[config.mk]
export PLATFORM = sky130hd
export DESIGN_NAME = ifm_window_gen_flat
export DESIGN_NICKNAME = d
export VERILOG_FILES = /design/src/rtl/cnn_pkg.sv /design/src/rtl/ifm_window_gen_if.sv /design/src/rtl/line_buffer.sv /design/src/rtl/ifm_window_gen.sv /design/src/flat_wrapper.sv
export SDC_FILE = /design/constraint.sdc
export NUM_CORES = 1
export LEC_CHECK = 0
export ABC_AREA = 1
export CAP_MARGIN = 30
export CORE_MARGIN = 8
export CORE_UTILIZATION = 50
export DETAILED_ROUTE_END_ITERATION = 10
export PLACE_DENSITY = 0.7
export SLEW_MARGIN = 20
export SYNTH_ARGS = -nofsm -noshare
export SYNTH_HDL_FRONTEND = slang
export SYNTH_SLANG_ARGS = --single-unit
export TNS_END_PERCENT = 5
[constraint.sdc]
create_clock -name clk -period 2.2 [get_ports clk]
set_input_delay 0.66 -clock clk [delete_from_list [all_inputs] [get_ports clk]]
set_output_delay 0.66 -clock clk [all_outputs]
set_load 0.01 [all_outputs]
[src/rtl/cnn_pkg.sv]
// Shared CNN datapath types: kernel geometry, window-generator states and pixel type.
package cnn_pkg;
    localparam int KERNEL_DIM = 3;
    localparam int IFM_PIX_W  = 8;

    typedef enum logic [1:0] {IDLE, RUN, DONE} win_state_t;
    typedef logic signed [IFM_PIX_W-1:0] ifm_pix_t;
endpackage

[src/rtl/ifm_window_gen_if.sv]
// Pixel stream into the window generator: valid/data from the source, ready back.
interface ifm_window_gen_if #(
    parameter int INPUT_IFM_WIDTH = 8
);
    logic                               pix_valid;
    logic signed [INPUT_IFM_WIDTH-1:0]  pix_data;
    logic                               pix_ready;

    modport master (output pix_valid, output pix_data, input  pix_ready);
    modport slave  (input  pix_valid, input  pix_data, output pix_ready);
endinterface

[src/rtl/line_buffer.sv]
// One image row of storage: combinational read at addr, write on the clock edge when we is set.
module line_buffer #(
    parameter  int DEPTH = 28,
    parameter  int WIDTH = 8,
    localparam int AW    = $clog2(DEPTH)
) (
    input  logic             clk,
    input  logic             we,
    input  logic [AW-1:0]    addr,
    input  logic [WIDTH-1:0] wdata,
    output logic [WIDTH-1:0] rdata
);
    // Contents need no reset: every location is rewritten before a window uses it.
    logic [WIDTH-1:0] mem [DEPTH];

    assign rdata = mem[addr];

    always_ff @(posedge clk) begin
        if (we) mem[addr] <= wdata;
    end
endmodule

[src/rtl/ifm_window_gen.sv]
// Streaming 3x3 window generator: two chained line buffers plus a 3x3 shift register,
// emitting one window per accepted pixel once two full rows and two columns are buffered.
module ifm_window_gen
    import cnn_pkg::*;
#(
    parameter int INPUT_IFM_WIDTH = 8,
    parameter int IMG_W           = 28,
    parameter int IMG_H           = 28,
    parameter int PE_ARR_SIZE     = 9
) (
    input  logic                                        clk,
    input  logic                                        rst_n,
    input  logic                                        start,
    ifm_window_gen_if.slave                             pix_if,
    output logic [PE_ARR_SIZE-1:0][INPUT_IFM_WIDTH-1:0] ifm_window,
    output logic                                        ready_load,
    output logic                                        busy,
    output logic                                        frame_done
);
    localparam int CW = $clog2(IMG_W);
    localparam int RW = $clog2(IMG_H);

    typedef logic [INPUT_IFM_WIDTH-1:0] pix_t;

    win_state_t state, state_nxt;
    logic [CW-1:0] col;
    logic [RW-1:0] row;
    logic          accept, last_col, last_pix, emit;
    pix_t          lb0_rd, lb1_rd;
    logic [PE_ARR_SIZE-1:0][INPUT_IFM_WIDTH-1:0] win_q, win_d;

    assign accept   = pix_if.pix_valid && (state == RUN);
    assign last_col = (col == CW'(IMG_W - 1));
    assign last_pix = last_col && (row == RW'(IMG_H - 1));
    // Row/col are pre-increment here, so this selects pixels completing a full 3x3 window.
    assign emit     = accept && (row >= RW'(2)) && (col >= CW'(2));

    assign pix_if.pix_ready = (state == RUN);
    assign busy             = (state != IDLE);
    assign frame_done       = (state == DONE);

    always_ff @(posedge clk or negedge rst_n) begin
        if (!rst_n) state <= IDLE;
        else        state <= state_nxt;
    end

    always_comb begin
        state_nxt = state;
        case (state)
            IDLE:    if (start) state_nxt = RUN;
            RUN:     if (accept && last_pix) state_nxt = DONE;
            DONE:    state_nxt = IDLE;
            default: state_nxt = IDLE;
        endcase
    end

    always_ff @(posedge clk or negedge rst_n) begin
        if (!rst_n) begin
            col <= '0;
            row <= '0;
        end else if (state == IDLE && start) begin
            col <= '0;
            row <= '0;
        end else if (accept) begin
            if (last_col) begin
                col <= '0;
                row <= last_pix ? '0 : row + RW'(1);
            end else begin
                col <= col + CW'(1);
            end
        end
    end

    // lb0 holds the previous row, lb1 the one before; each accept ages column col by one row.
    line_buffer #(.DEPTH(IMG_W), .WIDTH(INPUT_IFM_WIDTH)) u_lb0 (
        .clk   (clk),
        .we    (accept),
        .addr  (col),
        .wdata (pix_if.pix_data),
        .rdata (lb0_rd)
    );

    line_buffer #(.DEPTH(IMG_W), .WIDTH(INPUT_IFM_WIDTH)) u_lb1 (
        .clk   (clk),
        .we    (accept),
        .addr  (col),
        .wdata (lb0_rd),
        .rdata (lb1_rd)
    );

    // Element r*3+c is row r (0 = oldest), column c (0 = leftmost); new column enters at c = 2.
    always_comb begin
        win_d = win_q;
        for (int r = 0; r < KERNEL_DIM; r++) begin
            for (int c = 0; c < KERNEL_DIM - 1; c++) begin
                win_d[r*KERNEL_DIM + c] = win_q[r*KERNEL_DIM + c + 1];
            end
        end
        win_d[KERNEL_DIM - 1]   = lb1_rd;
        win_d[2*KERNEL_DIM - 1] = lb0_rd;
        win_d[3*KERNEL_DIM - 1] = pix_if.pix_data;
    end

    // The exposed window is a separate register so it holds steady between strobes.
    always_ff @(posedge clk or negedge rst_n) begin
        if (!rst_n) begin
            win_q      <= '0;
            ifm_window <= '0;
            ready_load <= 1'b0;
        end else begin
            ready_load <= emit;
            if (accept) win_q      <= win_d;
            if (emit)   ifm_window <= win_d;
        end
    end
endmodule
[src/flat_wrapper.sv]
// flat-port wrapper written by rule: the top's interface ports become plain ports
module ifm_window_gen_flat import cnn_pkg::*;
#(
    parameter int INPUT_IFM_WIDTH = 8,
    parameter int IMG_W           = 28,
    parameter int IMG_H           = 28,
    parameter int PE_ARR_SIZE     = 9
)
  (clk, rst_n, start, ifm_window, ready_load, busy, frame_done, pix_if_pix_valid, pix_if_pix_data, pix_if_pix_ready);
  ifm_window_gen_if #(.INPUT_IFM_WIDTH(INPUT_IFM_WIDTH)) pix_if_i ();
  input  logic clk;
  input  logic rst_n;
  input  logic start;
  output logic [PE_ARR_SIZE-1:0][INPUT_IFM_WIDTH-1:0] ifm_window;
  output logic ready_load;
  output logic busy;
  output logic frame_done;
  input wire logic [$bits(pix_if_i.pix_valid)-1:0] pix_if_pix_valid;
  input wire logic [$bits(pix_if_i.pix_data)-1:0] pix_if_pix_data;
  output wire logic [$bits(pix_if_i.pix_ready)-1:0] pix_if_pix_ready;
  assign pix_if_i.pix_valid = pix_if_pix_valid;
  assign pix_if_i.pix_data = pix_if_pix_data;
  assign pix_if_pix_ready = pix_if_i.pix_ready;
  ifm_window_gen #(.INPUT_IFM_WIDTH(INPUT_IFM_WIDTH), .IMG_W(IMG_W), .IMG_H(IMG_H), .PE_ARR_SIZE(PE_ARR_SIZE)) u_core (.clk(clk), .rst_n(rst_n), .start(start), .pix_if(pix_if_i), .ifm_window(ifm_window), .ready_load(ready_load), .busy(busy), .frame_done(frame_done));
endmodule
# After elaboration in Yosys (flattened, before gate mapping)
# Memory sizes are Yosys's and may differ from the RTL's.
# Cells that the tools add are included.
dict set report classes {
  addsub 2
  eq_ne 6
  n_mux 12
  n_reduce_logical 12
  magnitude_cmp 2
}
# cell n
set ops {}
lappend ops {{$mux W5} 7}
lappend ops {{$add A5 B1 Y5 const B} 2}
lappend ops {{$eq A5 B5 Y1 const B} 2}
lappend ops {{$ge A5 B2 Y1 const B} 2}
lappend ops {{$logic_and A1 B1 Y1} 6}
lappend ops {{$reduce_bool A2 Y1} 3}
lappend ops {{$mux W2} 2}
lappend ops {{$pmux W2 S2} 1}
lappend ops {{$reduce_and A2 Y1} 2}
lappend ops {{$eq A2 B1 Y1 const B} 1}
lappend ops {{$eq A2 B2 Y1 const B} 1}
lappend ops {{$logic_not A2 Y1} 1}
lappend ops {{$mux W1} 2}
lappend ops {{$ne A2 B1 Y1 const B} 1}
lappend ops {{$ne A2 B2 Y1 const B} 1}
dict set report totals {
  input_bits 12
  memories 2
  output_inout_bits 76
  elab_cells 55
  regBits 133
  ram_bits 448
}
# memory words width rd rd_ports_with_merged_regs wr line_no
set mem_list {}
lappend mem_list {u_core.u_lb0.mem 28 8 1 0 1 line_buffer.sv:14} ;# logic [WIDTH-1:0] mem [DEPTH];
lappend mem_list {u_core.u_lb1.mem 28 8 1 0 1 line_buffer.sv:14}

# Longest topological paths before layout
dict set report logic_depth {
  depth_word 6
  depth_mapped 14
  mapped_depth_nobuf 11
}

# Cells and area by module
# Synthesis repeated with hierarchy kept, for this count alone.
dict set report hier_totals {
  cells_unflattened 2393
  area_unflattened_um2 24233.2
}
# mod area_each_um2 cells_each n_inst seq_area_each_um2
set by_module_without_submodules {}
lappend by_module_without_submodules {line_buffer 9414.0 909 2 6726.5}
lappend by_module_without_submodules {ifm_window_gen 5405.2 575 1 3328.2}

# Least setup slack after synthesis
# No wires, ideal clock.
dict set report synth_timing {
  path_type {flip-flop to flip-flop}
  start {register u_core.col[1]}
  end {memory u_core.u_lb0.mem[4][0], enable pin}
  slack_ns -0.089
  arrival_time_ns 1.901
  period_less_slack_ns 2.289
  path_buffers 2
  t_required_ns 1.812
  setup_ns 0.388
  stages_incl_launch_ff 7
  cell_sequence {dfrtp_1 -> inv_2 -> buf_2 -> buf_2 -> ha_1 -> nand2_1 -> nor2_1}
}
# item line_no
set synth_lines {}
lappend synth_lines {{start: declaration} ifm_window_gen.sv:26} ;# logic [CW-1:0] col;
lappend synth_lines {{start signal: assignment} ifm_window_gen.sv:69} ;# col <= col + CW'(1);
lappend synth_lines {{end: declaration} line_buffer.sv:14}
# Straight into the memory's write port.

# Worst setup path after layout
dict set report layout_timing {
  start {register u_core.col[0]}
  end {memory u_core.u_lb1.mem[2][5], data pin}
}
dict set report layout_between {
  elab_chain_cells 1
}
# item line_no
set layout_lines {}
lappend layout_lines {{$mem_v2 Z28 W8} -}
lappend layout_lines {{via u_core.lb0_rd[5]} ifm_window_gen.sv:29} ;# pix_t lb0_rd, lb1_rd;
lappend layout_lines {{end: declaration} line_buffer.sv:14}
# The timed path passes the listed nets, and every way through them passes these cells.

==> summary.md <==
| Metric | Value |
|---|---|
| Outcome | `finished, violations left` |
| Failing checks | `negative setup slack` |
| Max cap viols | `0` |
| Final Setup Violations | `20` |
| Cell variety after synth | `32` |
| Post-Syn Area | `around 25000 um^2` |
| Clk_lat worst skew | `around 0.62 ns` |
| Fmax | `448 MHz` |
| Die width | `238 um` |
| Initial antenna violation count | `0` |
| Most common cell after layout, fill and taps aside | `nand2_1` |
| Lkg Pwr | `roughly 0.013 uW` |
| Worst r2r path cells | `10` |
| Peak supply drop | `between 0.8 and 0.9 mV` |
| HPWL after detailed placement | `slightly above 40 mm` |
| DP Area | `27400 um^2` |
| Num rows | `81` |
| Startpoint types | `flop` |
| Critical path class | `flop to flop` |
| Layout cells sized above 1 | `11.6%` |
| WP data required | `2.55 ns` |
| First drt pass iteration count | `6` |
| RSZ-0062 raised after global routing | `true` |
| Post-layout minimum cycle time | `between 2 and 2.5 ns` |
| Fin worst setup slack | `-0.0304 ns` |
| Sequential-to-total area share from yosys stat | `between 60% and 70%` |
| RePlAce Congestion | `about 0.95` |
| Critical path arrival | `2.58 ns` |
| Core Area | `approximately 49000 um^2` |
| Cts bufs inserted | `55` |
| CTS root buf | `clkbuf_16` |
| Overflow left after global routing | `0` |
| Hold Crit Class | `primary input to async pin` |
| Number of global-route vias before repair | `16949` |
| P per Cell Area | `1390 nW/um^2` |
| Post-route cell area | `29600 um^2` |
| Yosys reg bits | `581` |
| Clock sinks | `581` |
| CTS tree | `done` |
| Tot Pwr | `41000 uW` |
| Clk slew on worst S/H paths | `~0.06 ns` |
| Final Hold Viols | `0` |
| Port bufs | `87` |
| Placed insts | `~3200` |
| Final Instance Count excl. Fillers | `roughly 3400` |
| First-pass GRT wire length | `approximately 97 mm` |
| Gr usage total | `~22%` |
| Post-DR wirelength/cell | `around 19 um` |
| Worst Skew | `between 0.02 and 0.025 ns` |
| Layout area overhead | `19.6%` |
| Via Count | `~17000` |
| Setup crit end kind | `flop` |
| Final Max Slew Viols | `0` |
| Worst slew margin | `a little over three fifths` |
| Fin nets | `around 2700` |
| Yosys warnings | `0` |
| Syn_area_per_cell | `10.0 um^2` |
| Antenna viol nets, final | `0` |
| Largest net degree at the start of global routing | `approximately 60` |
| Ports | `between 80 and 90` |
| Most frequent cells in the layout | `nand2_1, edfxtp_1, inv_1` |
| Synth Net Count | `approximately 2500` |
| Critical path peak fanout | `16` |
| Starting Density | `around half` |
| Die area | `56800 um^2` |
| Finished Core Util | `between 60% and 70%` |
| Wirelength, routed | `around 64 mm` |
| Tcrit/Tclk final | `101%` |
| Mapped Cells | `2466` |
| Maximum clock insertion buffer count | `3` |
| DRC | `0` |
| Die Y | `~240 um` |
| Via density | `approximately 5.2` |
| Diodes inserted | `0` |
| Initial drt markers | `1901` |
| Actual slew at the worst max-slew pin | `between 0.5 and 0.6 ns` |
| H-Tree Depth | `2` |
-- metrics by stage --
step	setup slack, ns	TNS [ns]	hold WS [ns]
floorplan	-0.0894	-29.98	0.364
global placement	-0.137	-44.67	0.452
detailed placement	-0.172	-41.84	0.454
CTS	0.00216	0	0.0137
global route	-0.0548	-2.07	0.0307
finish	-0.0304	-0.388	0.0136
-- cells in the mapped netlist, drive strengths merged --
cell type | count | area (um^2)
a21oi | 19 | 121
nand2 | 1080 | 4070
o22ai | 1 | 6.26
edfxtp | 448 | 13500
nand4 | 4 | 25.0
dfrtp | 133 | 3330
buf | 96 | 647
nor2 | 88 | 354
o32ai | 1 | 8.76
inv | 331 | 1250
ha | 6 | 75.1
a22oi | 2 | 15.0
o21ai | 86 | 430
xor2 | 2 | 17.5
clkbuf | 14 | 52.6
o2111ai | 1 | 8.76
nor3 | 4 | 42.5
nand3 | 150 | 828
-- worst max-delay path, cell delays in order (launching register included) --
cell and delay, ns:
dfrtp_4 0.57, clkinv_8 0.17, buf_12 0.19, buf_4 0.15, nor2_2 0.10, o21ai_1 0.12
nand2_1 0.12, nand2_1 0.07, nor2_2 0.14, nand2_4 0.11, clkbuf_16 0.19
-- worst paths after layout --
path,from,slack [ns],to
worst min-delay path,rst_n,0.01,u_core.ifm_window[3]$_DFFE_PN0P_
min in group clk,u_core.win_d[50]$_DFFE_PN0P_,0.47,u_core.ifm_window[50]$_DFFE_PN0P_
max in group asynchronous,rst_n,1.60,u_core.ifm_window[66]$_DFFE_PN0P_
worst max-delay path,u_core.col[0]$_DFFE_PN0P_,-0.03,u_core.u_lb1.mem[2][5]$_DFFE_PP_
worst min register to register,u_core.win_d[50]$_DFFE_PN0P_,0.47,u_core.ifm_window[50]$_DFFE_PN0P_
worst max register to register,u_core.col[0]$_DFFE_PN0P_,-0.03,u_core.u_lb1.mem[2][5]$_DFFE_PP_
-- flip-flops by register name, summed over array words and instances (netlist names) --
signal	count
u_core.win_d	48
u_core.ready_load	1
u_core.row	5
u_core.col	5
u_core.ifm_window	72
u_core.state	2
u_core.u_lb1.mem	224
u_core.u_lb0.mem	224
-- report_power, final --
part	internal [uW]	switching, uW
combinational	5470	10400
sequential	14900	851
clock	5290	4050
total	25700	15300
-- layer usage --
metal / wire [um] / part of all wire (%) / global-route usage [%] / vias up
li1: - / - / - / 8153
met1: 25400 / 40 / 29.5 / 8354
met2: 31600 / 49 / 37.0 / 669
met3: 5190 / 8.1 / 3.91 / 115
met4: 1850 / 2.9 / 6.89 / 0
met5: 0 / 0 / 0 / -
-- timing repair --
item,CTS,global route
setup endpoints to repair,223,270
resized for setup,80,63
hold buffers,0,0
pin swaps,0,7
buffers inserted,0,5
gates cloned,1,7
-- cell families after synthesis --
| kind of cell | Yosys count | share of synthesized area (%) |
|---|---|---|
| AND/OR/NAND/NOR | 1326 | 21.5 |
| flip-flops | 581 | 67.8 |
| buffers and inverters | 441 | 7.87 |
| AO/OA/AOI/OAI | 110 | 2.39 |
| adder cells (fa/ha/maj) | 6 | 0.303 |
| XOR/XNOR | 2 | 0.0708 |
-- final cells by class --
| type | count | area (um^2) |
|---|---|---|
| Tap cell | 664 | 831 |
| Clock inverter | 27 | 218 |
| Timing Repair Buffer | 227 | 2730 |
| Inverter | 331 | 1260 |
| Multi-Input combinational cell | 1444 | 6150 |
| Sequential cell | 581 | 16800 |
| Clock buffer | 75 | 1580 |
| Timing Repair inverter | 2 | 20.0 |
| Fill cell | 3926 | 19300 |
(Power assumes the default switching activity.)
